File: src/rtl/fetch_queue.sv
// Instruction fetch queue: PC generator feeding a small FIFO to decode.
// Head entry falls through; redirects flush and retarget the fetch PC.
module fetch_queue #(
    parameter int              XLEN     = 32,
    parameter int              DEPTH    = 4,
    parameter logic [XLEN-1:0] RESET_PC = '0
) (
    input  logic                       clk,
    input  logic                       reset,
    output logic [XLEN-1:0]            imem_addr,
    input  logic [XLEN-1:0]            imem_instr,
    input  logic                       redirect_valid,
    input  logic [XLEN-1:0]            redirect_pc,
    output logic                       out_valid,
    input  logic                       out_ready,
    output logic [XLEN-1:0]            out_pc,
    output logic [XLEN-1:0]            out_pc4,
    output logic [XLEN-1:0]            out_instr,
    output logic [$clog2(DEPTH):0]     count
);

    localparam int AW = $clog2(DEPTH);
    localparam int CW = AW + 1;

    logic [XLEN-1:0] pc_q    [DEPTH];
    logic [XLEN-1:0] instr_q [DEPTH];

    logic [XLEN-1:0] fpc_q, fpc_d;
    logic [AW-1:0]   head_q, head_d;
    logic [AW-1:0]   tail_q, tail_d;
    logic [CW-1:0]   count_q, count_d;

    logic deq;
    logic full;
    logic enq;
    logic [1:0] redir_unused;

    assign redir_unused = redirect_pc[1:0];

    assign imem_addr = fpc_q;
    assign count     = count_q;
    assign out_valid = (count_q != '0);
    assign out_pc    = pc_q[head_q];
    assign out_pc4   = pc_q[head_q] + XLEN'(4);
    assign out_instr = instr_q[head_q];

    assign deq  = out_valid && out_ready;
    assign full = (count_q == CW'(DEPTH));
    assign enq  = !reset && !redirect_valid && (!full || deq);

    always_comb begin
        fpc_d   = fpc_q;
        head_d  = head_q;
        tail_d  = tail_q;
        count_d = count_q;
        if (redirect_valid) begin
            // Any same-cycle deq is absorbed by the flush.
            fpc_d   = {redirect_pc[XLEN-1:2], 2'b00};
            head_d  = tail_q;
            count_d = '0;
        end else begin
            if (enq) begin
                tail_d = tail_q + AW'(1);
                fpc_d  = fpc_q + XLEN'(4);
            end
            if (deq) begin
                head_d = head_q + AW'(1);
            end
            if (enq && !deq) begin
                count_d = count_q + CW'(1);
            end else if (deq && !enq) begin
                count_d = count_q - CW'(1);
            end
        end
    end

    always_ff @(posedge clk) begin
        if (reset) begin
            fpc_q   <= RESET_PC;
            head_q  <= '0;
            tail_q  <= '0;
            count_q <= '0;
        end else begin
            fpc_q   <= fpc_d;
            head_q  <= head_d;
            tail_q  <= tail_d;
            count_q <= count_d;
        end
    end

    always_ff @(posedge clk) begin
        if (enq) begin
            pc_q[tail_q]    <= fpc_q;
            instr_q[tail_q] <= imem_instr;
        end
    end

endmodule

File: config.mk
export PLATFORM = sky130hd
export DESIGN_NAME = fetch_queue
export DESIGN_NICKNAME = d
export VERILOG_FILES = /design/src/rtl/fetch_queue.sv
export SDC_FILE = /design/constraint.sdc
export NUM_CORES = 1
export LEC_CHECK = 0
export CORE_ASPECT_RATIO = 2
export CORE_MARGIN = 2
export CORE_UTILIZATION = 35
export CTS_CLUSTER_SIZE = 8
export DETAILED_ROUTE_END_ITERATION = 16
export PLACE_DENSITY = 0.58
export SLEW_MARGIN = 20
export SYNTH_ARGS = -nofsm -noshare
export SYNTH_HDL_FRONTEND = slang
export SYNTH_SLANG_ARGS = --single-unit
export TNS_END_PERCENT = 1
File: constraint.sdc
create_clock -name clk -period 4.1 [get_ports clk]
set_input_delay 0.82 -clock clk [delete_from_list [all_inputs] [get_ports clk]]
set_output_delay 0.82 -clock clk [all_outputs]
set_load 0.005 [all_outputs]
==> metrics.log <==
[metrics] largest stage delay on the critical path: around 0.53 ns
[metrics] Seq. cell area: 8240 sq um
[metrics] largest net degree at the start of global routing: 63
[metrics] via density per instance: 5.14
[metrics] Endpoint, Worst Hold: count[2]$_SDFFE_PP0P_
[metrics] via count of the first global-routing pass: 7589
[metrics] area fraction in and, or, nand and nor cells after synthesis: 8.49%
[metrics] Bufs and invs on worst path: 4
[metrics] multiplexer share of the synthesized area: 12.5%
[metrics] Root Buffer Master: sky130_fd_sc_hd__clkbuf_16
[metrics] xor/xnor cell area share of the yosys netlist: 2.52%
[metrics] result of the run: completed
[metrics] Worst VDD drop: between 0.2 and 0.3 mV
[metrics] DR WL/cell: 22.1 um
[metrics] drt total wl: 30.5 mm
[metrics] Worst Max-Slew Pin Slew: 0.759 ns
[metrics] post-route design area: 15700 sq um
[metrics] area fraction in compound gates after synthesis: 3.65%
[metrics] pins over their slew limit: 0
[metrics] Crit Reg-Reg Startpoint: imem_addr[2]$_SDFFE_PP0P_
[metrics] clock insertion delay at the later pin of the skew report: 0.53 ns
[metrics] library cells used by synthesis: 61
[metrics] number of synthesized flops with an enable pin: 248
[metrics] number of DRC markers in iteration 0: between 400 and 500
[metrics] WHS: 0.524 ns
[metrics] critical path capture point type: output pin
[metrics] level count of the clock H-tree: 2
[metrics] Clock Skew: roughly 0.02 ns
[metrics] critical path, cell by cell: buf_12 > buf_16 > mux4_2 > and4_4 > nand4_4 > buf_4 > nor3_2 > xor2_1 > clkdlybuf4s50_1
[metrics] hold buffers post-CTS: 0
[metrics] hold path startpoint: count[2]$_SDFFE_PP0P_
[metrics] fraction of layout cells with a size suffix above 1: 19.6%
[metrics] clock-pin slew on the worst setup and hold paths: 0.05 ns
[metrics] synthesized-area fraction occupied by adder cells: 0.910%
[metrics] setup repair after global routing missed its margin: true
[metrics] Avg Synthesized Cell Area: ~17 sq um
[metrics] Initial Utilization: a little over a third
[metrics] Pre-Repair DR Iteration Count: 5
[metrics] floorplan die height: 264 um
[metrics] arrival time worst endpoint: 3.18 ns
[metrics] Horiz. Die Dim: 134 um
[metrics] Max stage delay cell, worst path: sky130_fd_sc_hd__clkdlybuf4s50_1
[metrics] count of buffers inserted at the top-level ports: about 190
[metrics] initial antenna violation count: 0
[metrics] Slew HR: 49.0%
[metrics] maximum operating frequency: 0.250 GHz
[metrics] count of state elements after synthesis: between 200 and 300
[metrics] all-layer global routing usage: ~18%
[metrics] endpoint of the most critical register-to-register path: imem_addr[26]$_SDFFE_PP0P_
[metrics] Synth-to-Final Area Change: 32.7%
[metrics] cts bufs inserted: roughly 40
[metrics] count of endpoints failing hold in the final timing report: 0
[metrics] floorplan core area: around 33000 sq um
[metrics] proportion of synthesized chip area in sequential cells: 69.6%
[metrics] global route total overflow: 0
[metrics] category of the critical setup timing path: reg2out
[metrics] global-route wire length before repair: about 46 mm
[metrics] diode insertion count for antenna repair: 0
[metrics] post-detailed-route count of antenna-violating nets: 0
[metrics] io pins: 200
[metrics] Worst Hold Path Cells: 2
[metrics] Worst Hold Class: reg2reg
[metrics] filler instances: 2918
[metrics] final-report setup violation count: 0
[metrics] setup slack of the most critical reg-to-reg path: 1.50 ns
[metrics] worst-case reg-to-reg path depth: 6
[metrics] final period utilization: 97.6%
[metrics] power per standard cell area: 463 nW/um^2
[metrics] Worst Path Required: around 3.3 ns
[metrics] Max-cap violations: 0
[metrics] static leakage: 5.17 nW
[metrics] buffer levels on the longest clock path: 3
[metrics] clock tree from TritonCTS: built
[metrics] final period demand of the worst path: 4.00 ns
[metrics] Final nets: 1005
[metrics] Yosys warning count: 0
[metrics] multi-input gate area in the final layout: 3360 sq um
[metrics] Post-DP Area: 14400 sq um
[metrics] most common cell after layout, fill and taps aside: sky130_fd_sc_hd__edfxtp_1
[metrics] clock sink count: 287
[metrics] vias after detailed routing: around 7100
[metrics] netlist area before placement: approximately 12000 sq um
[metrics] cell count after synthesis: between 600 and 700
[metrics] largest family of logic cells by synthesized area: multiplexers
[metrics] critical path startpoint category: flop
[metrics] asr flop ratio synth: 0%
[metrics] Total Die Area: 35400 sq um
[metrics] most used flip-flop cell after synthesis: sky130_fd_sc_hd__edfxtp_1
[metrics] routability cong.: 0.817
[metrics] Max Fanout on Critical Path: 11
[metrics] count of unresolved DRC violations after routing: 0
[metrics] number of rows created at floorplan: 95
[metrics] kind of cell adding the most delay to the critical path: buffers and inverters
[metrics] detailed-placement wirelength estimate: 19.7 mm
[metrics] top library cells by usage in the layout, fill and taps aside: sky130_fd_sc_hd__edfxtp_1, sky130_fd_sc_hd__clkdlybuf4s50_1, sky130_fd_sc_hd__mux4_2, sky130_fd_sc_hd__clkbuf_16, sky130_fd_sc_hd__dfxtp_1
==> worst max-delay path by stage <==
stage	end	slack (ns)	from	cells past startpoint
3_5_place_dp	out_pc4[31]	0.44	flop	7
4_1_cts	out_pc4[25]	0.009	flop	8
3_3_place_gp	out_pc4[31]	0.43	flop	7
6_report	out_pc4[25]	0.1	flop	9
2_1_floorplan	instr_q[1][0]$_DFFE_PP_	0.41	reset	5
5_1_grt	out_pc4[28]	-0.03	flop	8
==> Yosys cell counts, drive strengths merged (3+ instances only) <==
cell / number / area [sq um]
nor4: 7 / 71.3
xor2: 19 / 166
clkbuf: 15 / 57.6
nand4: 19 / 170
and3: 5 / 31.3
ha: 7 / 87.6
xnor2: 15 / 131
a31oi: 15 / 93.8
and4: 9 / 83.8
nor3: 14 / 100
or3: 9 / 61.3
mux4: 62 / 1400
a21oi: 16 / 80.1
nand3: 20 / 110
a211oi: 3 / 22.5
o311ai: 6 / 52.6
inv: 15 / 56.3
edfxtp: 248 / 7450
or2: 4 / 25.0
mux2: 5 / 56.3
nand2: 35 / 131
dfxtp: 39 / 781
or4: 5 / 37.5
and2: 6 / 37.5
o21ai: 12 / 60.1
nor2: 32 / 120
buf: 21 / 159
==> worst register-to-register path: stages (launching register included) <==
cell and delay, ns:
sky130_fd_sc_hd__dfxtp_1 0.59, sky130_fd_sc_hd__ha_1 0.31, sky130_fd_sc_hd__nand3_2 0.17, sky130_fd_sc_hd__or3_4 0.45
sky130_fd_sc_hd__or4_1 0.54, sky130_fd_sc_hd__o311ai_0 0.29, sky130_fd_sc_hd__a31oi_1 0.12
==> registers in the layout (all words and copies together), names as in the netlist, named ones only <==
| name | count |
|---|---|
| imem_addr | 30 |
| instr_q | 128 |
| pc_q | 120 |
| head_q | 2 |
| tail_q | 2 |
| count | 3 |
==> cells by family after synthesis <==
family	after synthesis
flip-flops	287
AND/OR/NAND/NOR	167
multiplexers	69
AO/OA/AOI/OAI	66
buffers and inverters	52
XOR/XNOR	34
adder cells (fa/ha/maj)	8
other	1
==> through the flow <==
stage               util (%)  std cells  TNS, ns  worst slack [ns]  power (mW)
floorplan                  -        689        0             0.412        3.76
detailed placement      43.0       1305        0             0.436        4.26
finish                  47.0       1382        0            0.0980        7.26
global placement        43.0       1305        0             0.431        4.25
CTS                     46.8       1376        0           0.00890        7.37
global route            47.0       1382   -0.108           -0.0304        7.53
==> final cells by class <==
cell class / instances / area share (%)
Clock buffer: 59 / 7.24
Clock inverter: 1 / 0.0558
Inverter: 16 / 0.383
Multi-Input combinational cell: 350 / 21.4
Sequential cell: 287 / 52.5
Tap cell: 436 / 3.48
Timing Repair Buffer: 233 / 15.0
==> layer usage <==
metal / vias up / share of wire, % / routed length [um] / track usage, %
li1: 3223 / - / - / -
met1: 3593 / 34 / 10500 / 18.3
met2: 217 / 57 / 17500 / 34.1
met3: 64 / 4.6 / 1420 / 2.76
met4: 0 / 3.6 / 1100 / 7.56
met5: - / 0 / 0 / 0
==> repair_timing <==
action / CTS / global route
setup buffers: 10 / 6
cloned: 1 / 0
resized for setup: 7 / 4
pin swaps: 2 / 2
setup endpoints to repair: 7 / 7
==> power breakdown <==
part           total, mW  internal (mW)  switching, mW
registers           3.36           3.28         0.0773
logic              0.852          0.486          0.366
clock network       3.05           1.89           1.17
No activity file was read; power rests on OpenSTA's default activity.
